--- src/rtl/whitening_pkg.sv ---
`default_nettype none
// +--------------------------------------------------------------------------+
// | whitening_pkg : shared state encoding, unit-enable bundle and helpers     |
// | for the FastICA whitening sequencer.                       Rev 1.0        |
// +--------------------------------------------------------------------------+
package whitening_pkg;

  typedef enum logic [3:0] {
    ST_IDLE      = 4'd0,
    ST_LOAD      = 4'd1,
    ST_CEN_DRAIN = 4'd2,
    ST_COV       = 4'd3,
    ST_QR_ARM    = 4'd4,
    ST_QR_RUN    = 4'd5,
    ST_MULT1     = 4'd6,
    ST_MULT2     = 4'd7,
    ST_DONE      = 4'd8,
    ST_ERR       = 4'd9
  } state_e;

  typedef struct packed {
    logic busy;
    logic done;
    logic err;
    logic en_mem1;
    logic go_cen;
    logic en_mem2;
    logic go_cov;
    logic go_qr;
    logic en_multi_1;
    logic en_multi_2;
    logic en_mem3;
  } ctrl_t;

  // Counter width must hold the longest timed state length minus one.
  function automatic int calc_cnt_w(input int n_samples, input int n_ch, input int qr_timeout);
    int m;
    m = n_samples;
    if (n_ch * n_ch > m) m = n_ch * n_ch;
    if (qr_timeout > m) m = qr_timeout;
    return $clog2(m) + 1;
  endfunction

  function automatic ctrl_t decode_ctrl(input state_e st);
    ctrl_t c;
    c      = '0;
    c.busy = (st != ST_IDLE) && (st != ST_ERR);
    case (st)
      ST_LOAD: begin
        c.en_mem1 = 1'b1;
        c.go_cen  = 1'b1;
      end
      ST_CEN_DRAIN: c.go_cen = 1'b1;
      ST_COV: begin
        c.go_cen  = 1'b1;
        c.go_cov  = 1'b1;
        c.en_mem2 = 1'b1;
      end
      ST_QR_ARM: begin
        c.go_cov = 1'b1;
        c.go_qr  = 1'b1;
      end
      ST_QR_RUN: c.go_qr = 1'b1;
      ST_MULT1:  c.en_multi_1 = 1'b1;
      ST_MULT2: begin
        c.en_multi_2 = 1'b1;
        c.en_mem3    = 1'b1;
      end
      ST_DONE: c.done = 1'b1;
      ST_ERR:  c.err  = 1'b1;
      default: c = '0;
    endcase
    return c;
  endfunction

endpackage
`default_nettype wire

--- src/rtl/whitening_stage_timer.sv ---
`default_nettype none
// +--------------------------------------------------------------------------+
// | whitening_stage_timer : per-state cycle counter with terminal-count       |
// | strobe against the current state's length or QR timeout.   Rev 1.0        |
// +--------------------------------------------------------------------------+
module whitening_stage_timer
  import whitening_pkg::*;
#(
  parameter int N_SAMPLES  = 128,
  parameter int N_CH       = 4,
  parameter int CEN_LAT    = 1,
  parameter int QR_TIMEOUT = 1024,
  parameter int CNT_W      = 11
) (
  input  logic   clk,
  input  logic   rst,
  input  state_e state_i,
  input  logic   state_chg_i,
  output logic   tc_o
);

  logic [CNT_W-1:0] cnt_q;
  logic [CNT_W-1:0] cnt_d;
  logic [CNT_W-1:0] len_m1;
  logic             timed;

  always_comb begin
    len_m1 = '0;
    timed  = 1'b1;
    case (state_i)
      ST_LOAD, ST_COV, ST_MULT2: len_m1 = CNT_W'(N_SAMPLES - 1);
      ST_CEN_DRAIN:              len_m1 = CNT_W'(CEN_LAT - 1);
      ST_QR_ARM, ST_QR_RUN:      len_m1 = CNT_W'(QR_TIMEOUT - 1);
      ST_MULT1:                  len_m1 = CNT_W'(N_CH * N_CH - 1);
      default:                   timed  = 1'b0;
    endcase
  end

  // Untimed states park the counter at zero so it can never wrap while idle.
  always_comb begin
    cnt_d = cnt_q + CNT_W'(1);
    if (state_chg_i || !timed) cnt_d = '0;
  end

  assign tc_o = timed && (cnt_q == len_m1);

  always_ff @(posedge clk) begin
    if (rst) cnt_q <= '0;
    else     cnt_q <= cnt_d;
  end

endmodule
`default_nettype wire

--- src/rtl/whitening_sequencer.sv ---
`default_nettype none
// +--------------------------------------------------------------------------+
// | whitening_sequencer : control FSM sequencing load, centring, covariance,  |
// | QR handshake and the two whitening multiplies.             Rev 1.0        |
// +--------------------------------------------------------------------------+
module whitening_sequencer
  import whitening_pkg::*;
#(
  parameter int N_SAMPLES  = 128,
  parameter int N_CH       = 4,
  parameter int CEN_LAT    = 1,
  parameter int QR_TIMEOUT = 1024,
  parameter bit MODE_CONT  = 1'b0
) (
  input  logic       CLK_Whitening,
  input  logic       RST_Whitening,
  input  logic       GO_whitening,
  input  logic       New_one,
  input  logic       QR_busy,
  output logic       Whitening_busy,
  output logic       Whitening_done,
  output logic       Whitening_err,
  output logic [3:0] stage_o,
  output logic       En_mem1,
  output logic       GO_cen,
  output logic       En_mem2,
  output logic       GO_cov,
  output logic       GO_QR,
  output logic       En_multi_1,
  output logic       En_multi_2,
  output logic       En_mem3
);

  localparam int CNT_W = calc_cnt_w(N_SAMPLES, N_CH, QR_TIMEOUT);

  state_e state_q;
  state_e state_d;
  ctrl_t  ctrl_q;
  ctrl_t  ctrl_d;
  logic   tc;
  logic   state_chg;

  whitening_stage_timer #(
    .N_SAMPLES  (N_SAMPLES),
    .N_CH       (N_CH),
    .CEN_LAT    (CEN_LAT),
    .QR_TIMEOUT (QR_TIMEOUT),
    .CNT_W      (CNT_W)
  ) u_timer (
    .clk         (CLK_Whitening),
    .rst         (RST_Whitening),
    .state_i     (state_q),
    .state_chg_i (state_chg),
    .tc_o        (tc)
  );

  // Handshake events are tested before the timeout so a late handshake wins.
  always_comb begin
    state_d = state_q;
    case (state_q)
      ST_IDLE:      if (GO_whitening) state_d = ST_LOAD;
      ST_LOAD:      if (tc) state_d = ST_CEN_DRAIN;
      ST_CEN_DRAIN: if (tc) state_d = ST_COV;
      ST_COV:       if (tc) state_d = ST_QR_ARM;
      ST_QR_ARM: begin
        if (QR_busy)  state_d = ST_QR_RUN;
        else if (tc)  state_d = ST_ERR;
      end
      ST_QR_RUN: begin
        if (!QR_busy) state_d = ST_MULT1;
        else if (tc)  state_d = ST_ERR;
      end
      ST_MULT1:     if (tc) state_d = ST_MULT2;
      ST_MULT2:     if (tc) state_d = ST_DONE;
      ST_DONE:      state_d = (MODE_CONT && New_one) ? ST_LOAD : ST_IDLE;
      ST_ERR:       if (GO_whitening) state_d = ST_LOAD;
      default:      state_d = ST_IDLE;
    endcase
  end

  assign state_chg = (state_d != state_q);

  // Outputs are registered from the next state so they align with the state.
  always_comb begin
    ctrl_d = decode_ctrl(state_d);
  end

  always_ff @(posedge CLK_Whitening) begin
    if (RST_Whitening) begin
      state_q <= ST_IDLE;
      ctrl_q  <= '0;
    end else begin
      state_q <= state_d;
      ctrl_q  <= ctrl_d;
    end
  end

  assign stage_o        = state_q;
  assign Whitening_busy = ctrl_q.busy;
  assign Whitening_done = ctrl_q.done;
  assign Whitening_err  = ctrl_q.err;
  assign En_mem1        = ctrl_q.en_mem1;
  assign GO_cen         = ctrl_q.go_cen;
  assign En_mem2        = ctrl_q.en_mem2;
  assign GO_cov         = ctrl_q.go_cov;
  assign GO_QR          = ctrl_q.go_qr;
  assign En_multi_1     = ctrl_q.en_multi_1;
  assign En_multi_2     = ctrl_q.en_multi_2;
  assign En_mem3        = ctrl_q.en_mem3;

endmodule
`default_nettype wire

--- config.mk ---
export PLATFORM = sky130hd
export DESIGN_NAME = whitening_sequencer
export DESIGN_NICKNAME = d
export VERILOG_FILES = /design/src/rtl/whitening_pkg.sv /design/src/rtl/whitening_stage_timer.sv /design/src/rtl/whitening_sequencer.sv
export SDC_FILE = /design/constraint.sdc
export NUM_CORES = 1
export LEC_CHECK = 0
export CORE_MARGIN = 2
export CORE_UTILIZATION = 48
export DETAILED_ROUTE_END_ITERATION = 8
export HOLD_SLACK_MARGIN = 0.05
export PLACE_DENSITY = 0.86
export SKIP_LAST_GASP = 1
export SYNTH_ARGS = -nofsm -noshare
export SYNTH_HDL_FRONTEND = slang
export SYNTH_SLANG_ARGS = --single-unit
--- constraint.sdc ---
create_clock -name CLK_Whitening -period 2 [get_ports CLK_Whitening]
set_input_delay 0.6 -clock CLK_Whitening [delete_from_list [all_inputs] [get_ports CLK_Whitening]]
set_output_delay 0.6 -clock CLK_Whitening [all_outputs]
set_load 0.1 [all_outputs]
Word level (Yosys, flattened, before mapping). Cells that the tools add are included.

Eq/ne operators: 20. Multiplexer cells: 21. Reductions and logical operators: 16. Bitwise logic cells: 1. Add/subtract/negate cells: 1.

Operators with widths (number): two-way mux 4 bit (9); == test 4 x 3 -> 1 bit (second input constant) (8); case mux 4 bit (8 select lines) (1); case mux 10 bit (3 select lines) (1); == test 4 x 2 -> 1 bit (second input constant) (4); == test 4 bit (second input constant) (3); OR reduction 2 bit (6); adder 11 x 1 -> 11 bit (second input constant) (1); == test 11 x 10 -> 1 bit (1); two-way mux 1 bit (9); OR reduction 9 bit (1); == test 4 x 1 -> 1 bit (second input constant) (2); OR reduction 7 bit (1); OR reduction 3 bit (2); zero test 4 bit (1); inequality test 4 bit (1); inequality test 4 bit (second input constant) (1); nonzero test 4 bit (1); logical AND 1 bit (2); two-way mux 2 bit (1); zero test 1 bit (1); logical OR 1 bit (1); inverter 1 bit (1).

Input port bits: 5. Output and inout bits: 15. Bits in registers: 26. Logic and storage cells: 72.

Depth between registers and ports, before layout. Gate-level depths: netlist of the first run.

Depth in word-level cells: 12. Depth in mapped cells: 8. Gate-level depth less buffers: 7.

Cells and area by module. A second synthesis of the first run with hierarchy kept.

Cells, all modules: 141. Area total of the unflattened synthesis: 1261.2 um^2.

Modules (own cells, without submodules): whitening_sequencer (instances 1, sequential area each 280.3 um^2, area each 716.9 um^2, cells an instance 78); whitening_stage_timer (instances 1, sequential area each 220.2 um^2, area each 544.3 um^2, cells an instance 63).

Least setup slack after synthesis of the first run. OpenSTA, ideal clock, no wires.

Path kind: reg-to-reg. Start: register state_q[2], in the netlist stage_o[2]. End: register ctrl_q (netlist bit GO_cov). Required time: 1.904 ns. Slack: -0.888 ns. Setup time: 0.096 ns. Data arrival time: 2.793 ns. Buffers on the path: 1. Period minus slack after synthesis: 2.888 ns. Cell stages (with the launch flop): 9. Cell sequence: dfxtp_1 -> buf_4 -> nor3b_4 -> mux2i_1 -> and3_4 -> a311oi_2 -> o2bb2ai_4 -> or4b_1 -> o41ai_2.

Longest elaborated chain between the ends: 11. Elaborated cells between the ends (all ways): 31. Those cells by class: eq/ne (11); mux (13); reduce/logical (7).

Ends and longest elaborated chain: from (decl) (RTL line whitening_sequencer.sv:36) `state_e state_q;`; from (signal assigned) (RTL line whitening_sequencer.sv:93) `state_q <= state_d;`; == test 4 x 1 -> 1 bit (tied with other cells) (RTL line whitening_stage_timer.sv:30, whitening_sequencer.sv:60); OR reduction 3 bit or OR reduction 2 bit (tied branches); case mux 10 bit (3 select lines) (RTL line whitening_stage_timer.sv:30) `case (state_i)`; == test 11 x 10 -> 1 bit (RTL line whitening_stage_timer.sv:45) `assign tc_o = timed && (cnt_q == len_m1);`; logical AND 1 bit (RTL line whitening_stage_timer.sv:45); two-way mux 4 bit (RTL line whitening_sequencer.sv:67, whitening_sequencer.sv:71); two-way mux 4 bit (on tied branches) (RTL line whitening_sequencer.sv:70, whitening_sequencer.sv:66); case mux 4 bit (8 select lines) * (RTL line whitening_sequencer.sv:60) `case (state_q)`; == test 4 x 3 -> 1 bit or == test 4 x 2 -> 1 bit (tied branches) (RTL line whitening_pkg.sv:48) `case (st)`; OR reduction 2 bit (no source line) *; two-way mux 1 bit * (RTL line whitening_pkg.sv:48); to (signal assigned) (RTL line whitening_sequencer.sv:94) `ctrl_q <= ctrl_d;`; to (decl) (RTL line whitening_sequencer.sv:38) `ctrl_t ctrl_q;`.

Mark *: on every way between the ends. The rest lies on a longest branch, timed or not. A chain may end at the register's enable or synchronous reset.

Worst setup path after layout of the first run.
Start: input QR_busy. End: register ctrl_q (netlist bit Whitening_busy).

Longest elaborated chain between the ends: 6. Elaborated cells between the ends (all ways): 18. Those cells by class: eq/ne (10); mux (3); bitwise (1); reduce/logical (4).

Ends and longest elaborated chain: from (decl) (RTL line whitening_sequencer.sv:19) `input logic QR_busy,`; two-way mux 4 bit (on tied branches) (RTL line whitening_sequencer.sv:70, whitening_sequencer.sv:66); case mux 4 bit (8 select lines) * (RTL line whitening_sequencer.sv:60); == test 4 bit (tied with other cells) (RTL line whitening_pkg.sv:48); OR reduction 9 bit (no source line); inverter 1 bit (no source line); OR reduction 2 bit (no source line).

Marked as above.

==> out/metrics.yaml, run 1 <==
worst_setup_path:
  cp.depth: 7
  reg2reg_depth: 9
  max_stage_delay_ns: 0.60
  path_max_fanout: 6
  worstPathCellList: "clkdlybuf4s50_1 -> mux2i_1 -> nor3_1 -> nor2_1 -> o2bb2ai_4 -> and2b_1 -> a311oi_1"
  critical_path.top_delay_family: "simple AND/OR/NAND/NOR gates"
  critPathSlowestCell: "clkdlybuf4s50_1"
  path_class: "input port to flop"
  crit_required_ns: 2.25
  cp.arrival_ns: 2.56
  worst_setup_path_end_kind: "flop"
  cp_num_buf_inv: 1
  start_kind: "input port"
die:
  die_x_um: 57.8
  dieHeight_um: 57.8
  core_area_um2: 2760
  initial_utilization: 0.505
  io_pins: 20
  die-area_um2: 3350
  rows: 19
sta:
  fin_ws_ns: -0.319
  fmax_mhz: 431
  fin_skew_ns: 0.00380
  final.min_clock_period_ns: 2.32
  final.period_utilization: 1.16
  max_slew_margin: 0.603
  drv_slew: 0
  holdWs_ns: 0.598
  finalSetupViolCount: 14
  hold_viol: 0
  rsz0062_at_grt: "true"
  tightest_slew_ns: 0.593
power_and_ir_drop:
  vdd_drop_max_v: 0.000698
  power_mw: 1.28
  power_density_nw_per_um2: 554
  leakage_nw: 0.893
flow_run:
  maxCapViolations: 0
logic_synthesis:
  synth.distinct_cells: 51
  synthCells: 153
  synth_area_leaders: "dfxtp_1 (36%), nor2_1 (7.3%), xnor2_1 (3.8%)"
  yosysTopAreaCellShare: 0.360
  syn_nets: 159
  synth_seq_area_share: 0.360
  syn_avg_cell_area_um2: 9.09
  synth_flop_cell: "dfxtp_1"
  ys_seq_elements: 25
  async_flop_share: 0
  synthesis.area_um2: 1390
  synth_top_area_cell: "dfxtp_1"
  synth_edf_count: 0
  yosysWarningCount: 0
cts:
  clk_latency_ns: 0.33
  clk_pin_slew_ns: 0.14
  root_buffer: "clkbuf_4"
  clockBufferDepth: 2
  cts-buffers-inserted: 3
  htree_levels: 1
  cts.sinks: 25
  tritoncts: "yes"
  postCtsHoldBufs: 0
finish:
  final_common_cell: "buf_4"
  final_cells: 241
  final_cell_mix: "buf_4 (35), nor2_1 (24), dfxtp_1 (19)"
  largest_register_ffs: 11
  drive_gt1_frac: 0.519
  nets: 217
  area_delta_synth_final_pct: 65.8
  fin_area_um2: 2310
  regMostFlops: "u_timer.cnt_q"
  antenna_cells: 0
hold_path:
  hold_class: "flop to flop"
  hold-path-cell-count: 2
route:
  ant_nets: 0
  drt_iter0_markers: 106
  wl_per_cell_um: 21.8
  routed_wl_mm: 5.26
  drt-pass1-iter-count: 4
  vias: 1460
  drc_errors: 0
  viasPerCell: 6.06
grt:
  grt_pass1_wl_mm: 6.51
  antenna_found_initial: 0
  grt_overflow_total: 0
  grt_usage: 0.251
  grt_max_degree: 16
  grt_pass1_vias: 1440
placed_design:
  hpwl_mm: 2.77
  place_ws_ns: -0.461
  place.port_buffers: 18
  placed_cell_area_um2: 1930
  place_inst: 225
  gp_congestion: 0.875
run_status:
  run_status: "complete, but fails checks"
  violations: "negative setup slack"
-- worst paths after layout --
check | slack [ns] | startpoint | endpoint
max | -0.32 | QR_busy | Whitening_busy
min | 0.60 | u_timer.cnt_q[6] | u_timer.cnt_q[6]
max reg2reg | -0.32 | u_timer.cnt_q[1] | Whitening_busy
min reg2reg | 0.60 | u_timer.cnt_q[6] | u_timer.cnt_q[6]
-- cell families after synthesis --
kind of cell | Yosys count | share of synthesized area
AND/OR/NAND/NOR | 79 | 0.320
flip-flops | 25 | 0.360
AO/OA/AOI/OAI | 21 | 0.144
buffers and inverters | 14 | 0.0836
XOR/XNOR | 11 | 0.0692
multiplexers | 2 | 0.0144
adder cells (fa/ha/maj) | 1 | 0.00899
-- through the flow --
step	utilization	setup TNS (ns)
finish	0.837	-2.46
global route	0.837	-3.07
CTS	0.754	-0.845
detailed placement	0.701	-5.38
global placement	0.701	-2.65
floorplan	-	-1.82
-- power by group --
part           total (mW)  switching (mW)  leakage (nW)  internal [mW]
combinational       0.508           0.296         0.673          0.212
clock               0.243           0.166        0.0139         0.0768
sequential          0.528          0.0164         0.206          0.512
total                1.28           0.478         0.893          0.800
-- Yosys cell counts (all sizes together), types with 2 or more instances --
cell and instances:
and3 6, mux2i 2, buf 6, dfxtp 25, nand3 9, nor3 7, xor2 5, nor2 27
a21oi 2, nand2b 4, xnor2 6, inv 4, o21ai 2, a31oi 4, and2 3, nand2 4
nor4 5, clkbuf 3, nand4 3, o31ai 2, a311oi 2, or3 2, and2b 2
-- metal layers --
metal  track usage  share of wire  vias up
li1              -              -      661
met1         0.275           0.38      709
met2         0.459           0.53       75
met3        0.0536          0.062       15
met4         0.116          0.024        0
met5             0              0        -
-- worst register-to-register path, stage by stage, from the launching register on --
cell and delay (ns):
dfxtp_1 0.43, buf_4 0.15, nand4_1 0.22, and2_4 0.27, nor4_2 0.20, a31oi_2 0.16
o211ai_4 0.12, buf_6 0.14, and2b_1 0.23, a311oi_1 0.31
-- what timing repair did --
| item | in CTS | in global routing |
|---|---|---|
| gates cloned | 0 | 0 |
| gates resized for setup | 12 | 36 |
| pin swaps | 8 | 14 |
| setup buffers | 5 | 7 |
| setup endpoints to repair | 8 | 13 |
-- area by class of cell --
cell class	count	area, µm²
fillers	141	450
multi-input cells	114	991
flip-flops and latches	25	518
inverters	4	15.0
clock buffers	3	22.5
well taps	31	38.8
repair buffers	63	714
clock inverters	1	7.51
(Power assumes the default switching activity.)
==> run 2, diff against run 1 <==
Settings changed: CORE_UTILIZATION 48 to 50, HOLD_SLACK_MARGIN 0.05 to 0.08, PLACE_DENSITY 0.86 to 0.85.
Clock period 2 ns to 2.6 ns, I/O delays scaled along.
==> run 2 against run 1 <==
Compared with the run above: the run now ends clean; sequential power decreased by 22%; wire length is 47% lower; combinational power shrank 56%.
==> out/metrics.yaml, run 2 (synthesized netlist as in run 1, its figures left out) <==
cts:
  cts.sinks: 25  # unchanged
  postCtsHoldBufs: 0  # unchanged
  htree_levels: 1  # unchanged
  clockBufferDepth: 2  # unchanged
  cts_setup_buffers: 0  # was 5
  clk_latency_ns: 0.32  # was 0.33 ns
  clk_pin_slew_ns: 0.14  # about the same
  root_buffer: "clkbuf_4"  # unchanged
  tritoncts: "yes"  # unchanged
  cts_resized: 0  # was 12
  cts-buffers-inserted: 3  # unchanged
placed_design:
  place_inst: 198  # was 225
  gp_congestion: 0.883  # was 0.875
  hpwl_mm: 2.04  # was 2.77 mm
  place.port_buffers: 18  # unchanged
  placed_cell_area_um2: 1520  # was 1930 µm²
sta:
  final.min_clock_period_ns: 2.40
  max_slew_margin: 0.705  # was 0.603
  rsz0062_at_grt: "false"  # was true
  tightest_slew_ns: 0.441  # was 0.593 ns
  final.period_utilization: 0.923
  drv_slew: 0  # unchanged
  fmax_mhz: 417
  fin_skew_ns: 0.0102  # was 0.00380 ns
  holdWs_ns: 0.497  # was 0.598 ns
  finalSetupViolCount: 0  # was 14
  hold_viol: 0  # unchanged
route:
  drc_errors: 0  # unchanged
  ant_nets: 0  # unchanged
  routed_wl_mm: 2.76  # was 5.26 mm
  drt_iter0_markers: 21  # was 106
  vias: 1200  # was 1460
  wl_per_cell_um: 13.7  # was 21.8 µm
  drt-pass1-iter-count: 4  # unchanged
  viasPerCell: 5.94  # was 6.06
run_status:
  run_status: "finished clean"  # was complete, but fails checks
finish:
  regMostFlops: "u_timer.cnt_q"  # unchanged
  final_cell_mix: "nor2_1 (27), dfxtp_1 (21), buf_4 (21)"  # was buf_4 (35), nor2_1 (24), dfxtp_1 (19)
  fin_area_um2: 1550  # was 2310 µm²
  final_cells: 202  # was 241
  area_delta_synth_final_pct: 11.6  # was 65.8%
  antenna_cells: 0  # unchanged
  nets: 178  # was 217
  finish.utilization: 0.573  # was 0.837
  drive_gt1_frac: 0.251  # was 0.519
  largest_register_ffs: 11  # unchanged
  final_common_cell: "nor2_1"  # was buf_4
power_and_ir_drop:
  clock_power_share: 0.221  # was 0.190
  power.internal_mw: 0.530  # was 0.800 mW
  power_mw: 0.816  # was 1.28 mW
  combPwrFrac: 0.273  # was 0.397
  swShare: 0.350  # was 0.374
  leakage_nw: 0.598  # was 0.893 nW
  sequentialPowerShare: 0.507  # was 0.413
  vdd_drop_max_v: 0.000428  # was 0.000698 V
  switchingPower_mw: 0.286  # was 0.478 mW
  power_density_nw_per_um2: 526  # was 554 nW/µm²
die:
  io_pins: 20  # unchanged
  core_area_um2: 2710  # was 2760 µm²
  initial_utilization: 0.513  # was 0.505
  rows: 19  # unchanged
  die_x_um: 56.8  # was 57.8 µm
  die-area_um2: 3220  # was 3350 µm²
  dieHeight_um: 56.8  # was 57.8 µm
flow_run:
  maxCapViolations: 0  # unchanged
worst_setup_path:
  reg2reg_slack_ns: 0.20  # was -0.32 ns
  cp.arrival_ns: 2.64  # was 2.56 ns
  worst_setup_path_end_kind: "flop"  # unchanged
  path_class: "flop to flop"  # was input port to flop
  path_max_fanout: 12  # was 6
  start_kind: "flop"  # was input port
  crit_required_ns: 2.84  # was 2.25 ns
grt:
  grt_usage: 0.175  # was 0.251
  grt_overflow_total: 0  # unchanged
  grt_pass1_wl_mm: 4.50  # was 6.51 mm
  grt_pass1_vias: 1041  # was 1440
  grt_max_degree: 20  # was 16
  antenna_found_initial: 0  # unchanged
hold_path:
  hold_class: "flop to flop"  # unchanged
==> run 2: worst max-delay path, cell delays in order (launching register included) <==
cell	delay, ns
dfxtp_2	0.48
nor3b_4	0.32
mux2i_1	0.26
nand3_1	0.12
nor4b_2	0.32
a211oi_2	0.09
buf_4	0.18
or4b_1	0.50
o41ai_2	0.06
==> run 2: path summary, 6_finish.rpt <==
| path | startpoint | to | cells past startpoint |
|---|---|---|---|
| hold reg to reg | u_timer.cnt_q[0] | u_timer.cnt_q[0] | 1 |
| setup / recovery | stage_o[2] | GO_cov | 8 |
| setup reg to reg | stage_o[2] | GO_cov | 8 |
| hold / removal | u_timer.cnt_q[0] | u_timer.cnt_q[0] | 1 |
==> run 2: cell type report <==
class                           count  area, µm²
Multi-Input combinational cell    114        774
Tap cell                           31       38.8
Clock buffer                        3       22.5
Timing Repair Buffer               24        188
Clock inverter                      1       8.76
Inverter                            4       15.0
Fill cell                         252       1160
Sequential cell                    25        505
==> run 2: layer usage <==
metal  vias to the layer above  wire length [µm]  global-route usage
li1                        586                 -                   -
met1                       555              1140               0.199
met2                        51              1400               0.316
met3                         8               171              0.0484
met4                         0                51              0.0532
met5                         -                 0                   0
==> run 2: power groups by stage <==
stage / Combinational, mW / Sequential (mW) / Clock, mW
after floorplan: 0.109 / 0.489 / 0
after detailed placement: 0.221 / 0.421 / 0
final: 0.223 / 0.413 / 0.180
after global routing: 0.234 / 0.416 / 0.207
after CTS: 0.222 / 0.413 / 0.188
after global placement: 0.217 / 0.420 / 0
==> run 2: per-stage QoR <==
step / worst slack, ns / setup TNS, ns
detailed placement: -0.00491 / -0.00491
finish: 0.201 / 0
floorplan: 0.0588 / 0
global placement: 0.0584 / 0
CTS: 0.200 / 0
global route: 0.0518 / 0
==> run 3, diff against run 2 <==
Settings changed: ABC_CLOCK_PERIOD_IN_PS from default to 2600, CORE_MARGIN 2 to default.
==> run 3 against run 2 <==
Compared with the run above: sequential share of layout area decreased by 0.10 points; non-clock buffer count grew 1; register-to-register slack worse by 0.03 ns; worst setup slack lost 0.031 ns; total power decreased by 1.8%; cell area increased by 0.32%; first-iteration DRC count is 76% higher; critical path type unchanged; largest power group unchanged.
==> out/metrics.yaml, run 3 (synthesized netlist as in run 1, its figures left out) <==
worst_setup_path:
  path_max_fanout: 19  # was 12
  worstPathCellList: "nor3b_4 -> mux2i_1 -> nand3_1 -> nor4b_2 -> a211oi_2 -> buf_4 -> or4b_1 -> o41ai_2"  # unchanged
  worst_setup_path_end_kind: "flop"  # unchanged
  critPathSlowestCell: "or4b_1"  # unchanged
  start_kind: "flop"  # unchanged
  max_stage_delay_ns: 0.49  # was 0.50 ns
  cp.arrival_ns: 2.65  # was 2.64 ns
  crit_required_ns: 2.82  # was 2.84 ns
  path_class: "flop to flop"  # unchanged
finish:
  fillers: 224  # was 252
  seq_area_um2: 505  # unchanged
  multi_input_area_um2: 774  # unchanged
  area_delta_synth_final_pct: 12.0  # was 11.6%
  final_common_cell: "nor2_1"  # unchanged
  antenna_cells: 0  # unchanged
  regMostFlops: "u_timer.cnt_q"  # unchanged
  drive_gt1_frac: 0.256  # was 0.251
  largest_register_ffs: 11  # unchanged
  final_cell_mix: "nor2_1 (27), buf_4 (22), dfxtp_1 (21)"  # was nor2_1 (27), dfxtp_1 (21), buf_4 (21)
  nets: 179  # was 178
sta:
  max_slew_margin: 0.694  # was 0.705
  fin_skew_ns: 0.00434  # was 0.0102 ns
  rsz0062_at_grt: "false"  # unchanged
  final.period_utilization: 0.935  # was 0.923
  hold_viol: 0  # unchanged
  finalSetupViolCount: 0  # unchanged
  fmax_mhz: 411  # was 417 MHz
  tightest_slew_ns: 0.458  # was 0.441 ns
  setup-tns-final_ns: 0  # unchanged
  final.min_clock_period_ns: 2.43  # was 2.40 ns
  drv_slew: 0  # unchanged
  fin_ws_ns: 0.170  # was 0.201 ns
power_and_ir_drop:
  power.internal_mw: 0.526  # was 0.530 mW
  power_density_nw_per_um2: 514  # was 526 nW/µm²
  vdd_drop_max_v: 0.000344  # was 0.000428 V
  sequentialPowerShare: 0.516  # was 0.507
  swShare: 0.344  # was 0.350
  clock_power_share: 0.208  # was 0.221
  combPwrFrac: 0.276  # was 0.273
  leakage_nw: 0.599  # was 0.598 nW
  switchingPower_mw: 0.275  # was 0.286 mW
route:
  vias: 1148  # was 1200
  routed_wl_mm: 2.67  # was 2.76 mm
  drt-pass1-iter-count: 4  # unchanged
  viasPerCell: 5.68  # was 5.94
  wl_per_cell_um: 13.2  # was 13.7 µm
  drc_errors: 0  # unchanged
  drt_iter0_markers: 37  # was 21
  ant_nets: 0  # unchanged
cts:
  tritoncts: "yes"  # unchanged
  clockBufferDepth: 2  # unchanged
  cts-buffers-inserted: 3  # unchanged
  htree_levels: 1  # unchanged
  cts_resized: 0  # unchanged
  cts.sinks: 25  # unchanged
  postCtsHoldBufs: 0  # unchanged
  clk_latency_ns: 0.30  # was 0.32 ns
  clk_pin_slew_ns: 0.13  # was 0.14 ns
  root_buffer: "clkbuf_4"  # unchanged
  cts_setup_buffers: 0  # unchanged
die:
  rows: 18  # was 19
  io_pins: 20  # unchanged
  initial_utilization: 0.547  # was 0.513
  die_x_um: 54.8  # was 56.8 µm
  core_area_um2: 2540  # was 2710 µm²
  dieHeight_um: 54.8  # was 56.8 µm
  die-area_um2: 3000  # was 3220 µm²
hold_path:
  hold_class: "flop to flop"  # unchanged
run_status:
  run_status: "finished clean"  # unchanged
grt:
  grt_overflow_total: 0  # unchanged
  grt_max_degree: 20  # unchanged
  grt_pass1_vias: 1038  # was 1041
  antenna_found_initial: 0  # unchanged
  grt_pass1_wl_mm: 4.51  # was 4.50 mm
  grt_usage: 0.206  # was 0.175
placed_design:
  hpwl_mm: 1.93  # was 2.04 mm
  gp_congestion: 0.862  # was 0.883
  place_ws_ns: -0.0190  # was -0.00491 ns
  place.port_buffers: 18  # unchanged
flow_run:
  maxCapViolations: 0  # unchanged
[run 3: cell type report]
class,instances,area share
Clock buffer,3,0.0145
Clock inverter,1,0.00482
Inverter,4,0.00964
Multi-Input combinational cell,114,0.497
Sequential cell,25,0.324
Tap cell,30,0.0241
Timing Repair Buffer,25,0.125
[run 3: metal layers]
layer,routed length [µm],track usage,vias to the layer above
met3,85,0.0333,2
met2,1320,0.357,25
li1,-,-,582
met1,1240,0.262,539
met5,0,0,-
met4,17,0.0513,0
[run 3: final timing paths]
path / to / cells past startpoint / slack, ns / from
setup / recovery: GO_cov / 8 / 0.17 / stage_o[1]
hold / removal: u_timer.cnt_q[0] / 1 / 0.49 / u_timer.cnt_q[0]
setup reg to reg: GO_cov / 8 / 0.17 / stage_o[1]
hold reg to reg: u_timer.cnt_q[0] / 1 / 0.49 / u_timer.cnt_q[0]
[run 3: through the flow]
stage	utilization	hold slack, ns	total power, mW	cell area (µm²)	cells
3_3_place_gp	0.600	0.453	0.637	1530	198
5_1_grt	0.612	0.527	0.836	1560	202
3_5_place_dp	0.600	0.467	0.641	1530	198
4_1_cts	0.612	0.495	0.805	1560	202
2_1_floorplan	-	0.441	0.599	1400	153
6_report	0.612	0.493	0.801	1560	202
[run 3: critical path, delay by kind of cell, from the launching register on]
| family | cells | cell delay [ns] |
|---|---|---|
| and+or+nand+nor | 4 | 1.29 |
| DFF | 1 | 0.45 |
| muxes | 1 | 0.27 |
| buffers and inverters | 1 | 0.17 |
| AOI/OAI and AO/OA | 2 | 0.16 |
[run 3: power by group through the flow]
stage	logic (mW)	clock network, mW	registers [mW]
finish	0.221	0.167	0.414
global route	0.233	0.187	0.416
CTS	0.220	0.172	0.413
detailed placement	0.219	0	0.422
global placement	0.216	0	0.420
floorplan	0.109	0	0.489
==> RTL edit, RTL diff (flow settings as in run 2) <==
`N_CH` is set to 4 in 2 places; all go to 8.
--- a/src/rtl/whitening_stage_timer.sv
+++ b/src/rtl/whitening_stage_timer.sv
@@ -7,7 +7,7 @@
   import whitening_pkg::*;
 #(
   parameter int N_SAMPLES  = 128,
-  parameter int N_CH       = 4,
+  parameter int N_CH       = 8,
   parameter int CEN_LAT    = 1,
   parameter int QR_TIMEOUT = 1024,
   parameter int CNT_W      = 11
--- a/src/rtl/whitening_sequencer.sv
+++ b/src/rtl/whitening_sequencer.sv
@@ -7,7 +7,7 @@
   import whitening_pkg::*;
 #(
   parameter int N_SAMPLES  = 128,
-  parameter int N_CH       = 4,
+  parameter int N_CH       = 8,
   parameter int CEN_LAT    = 1,
   parameter int QR_TIMEOUT = 1024,
   parameter bit MODE_CONT  = 1'b0
Behaviour: same outputs for any inputs over 10 cycles, from zero or initial values and one cycle with RST_Whitening high; that may be too few to reach the edited logic, so the function may still have changed.
==> RTL edit against run 2 <==
Global-route usage is 0.32 points lower; clock skew is 0.0064 ns lower; setup slack better by 0.0096 ns; final cell count is 0.50% higher; wire length is 6.6% lower; largest cell class unchanged; sequential cell count stayed put; highest routed layer unchanged; sequential share of layout area is 0.86 points higher; non-clock buffer count is 1 lower; synthesized area is 5.0% lower; design area is 2.6% lower.
Power is not compared: it rests on default switching activity, and its combinational part moved more than twofold at a synthesized area within 25%.
==> RTL edit: results (changes against run 2) <==
worst-margin pin slew=0.595 ns (+0.153 ns); GRT Overall Usage=17.2% (-0.32 points); largest net degree at the start of global routing=18 (-10%); Synth Net Count=161 (+1.3%); status=completed; vias in the first global route=1036 (-0.48%); crit path max fanout=11 (-1); Area contributors post-synth=dfxtp_1, nor2_1, nand2_1, xnor2_1, xor2_1; via count=1158 (-3.5%); fraction of layout cells with a size suffix above 1=20.2% (-4.9 points); Commonest cells post-synth=dfxtp_1, nor2_1, nand2_1; Synth cell types=46 (-9.8%); met2 global-route usage=29.9% (-1.6 points); Post-Route WL=2.58 mm (-6.6%); Fin Clk Skew=0.00380 ns (-0.00641 ns); sequential share of the synthesized area=37.9% (+1.9 points); Detailed Place HPWL=1.85 mm (-9.3%); FILL cells=211 (-16%); GR Util met3=4.22% (-0.62 points); Post-synth ARST share=0% (unchanged); Final Core Density=60.5% (+3.2 points); CP top delay family=buffers and inverters; Placed Area=1480 um^2 (-2.5%); first-pass GRT wire length=4.39 mm (-2.4%); final RePlAce weighted congestion=0.838 (-5.1%); met1 Usage GRT=21.0% (+1.1 points); DR pass1 iterations=5 (+1); initial DRC count=39 (+86%); slowest stage cell on the critical path=clkdlybuf4s50_1
RTL edit: cell types whose count changed in the layout (fill, tap and decap cells not counted), sizes merged, moves of 4 or more:
cell,delta
nand2,+9
nor2,-5
a21oi,+5
and3,-5
o21ai,+4
nor3b,+4
RTL edit: through the flow:
| step | worst slack (ns) | hold slack, ns | std cells | power [mW] |
|---|---|---|---|---|
| final | 0.210 | 0.525 | 203 | 1.67 |
| after global routing | 0.0366 | 0.543 | 203 | 1.77 |
| after CTS | 0.207 | 0.530 | 203 | 1.67 |
| after detailed placement | -0.100 | 0.503 | 199 | 1.49 |
| after global placement | -0.0431 | 0.499 | 199 | 1.48 |
| after floorplan | 0.102 | 0.477 | 155 | 1.32 |
RTL edit: path summary, 6_finish.rpt:
path               startpoint          endpoint  slack, ns  cells after the start
min          u_timer.cnt_q[0]  u_timer.cnt_q[0]       0.52                      1
max reg2reg  u_timer.cnt_q[6]  u_timer.cnt_q[7]       0.24                      8
max                   QR_busy  u_timer.cnt_q[7]       0.21                      9
min reg2reg  u_timer.cnt_q[0]  u_timer.cnt_q[0]       0.52                      1
RTL edit: layout make-up:
| cell class | count | share of cell area [%] |
|---|---|---|
| inverter | 4 | 0.993 |
| tap | 30 | 2.48 |
| sequential | 25 | 33.4 |
| clock buffer | 3 | 1.49 |
| multi-input combinational | 117 | 49.2 |
| clock inverter | 1 | 0.496 |
| timing repair buffer | 23 | 11.9 |
RTL edit: logic make-up after synthesis:
family                   share of synthesized area [%]
AO/OA/AOI/OAI                                     16.0
XOR/XNOR                                          6.63
adder cells (fa/ha/maj)                          0.947
buffers and inverters                             5.87
flip-flops                                        37.9
multiplexers                                      1.52
AND/OR/NAND/NOR                                   31.2
RTL edit: where the power goes:
part / switching (mW) / internal, mW
combinational: 0.671 / 0.320
sequential: 0.0656 / 0.434
clock: 0.120 / 0.0586
RTL edit: metal layers:
metal | vias to the layer above | part of all wire [%]
met2 | 32 | 48
met4 | 0 | 1.1
li1 | 586 | -
met3 | 4 | 4.3
met5 | - | 0
met1 | 536 | 46
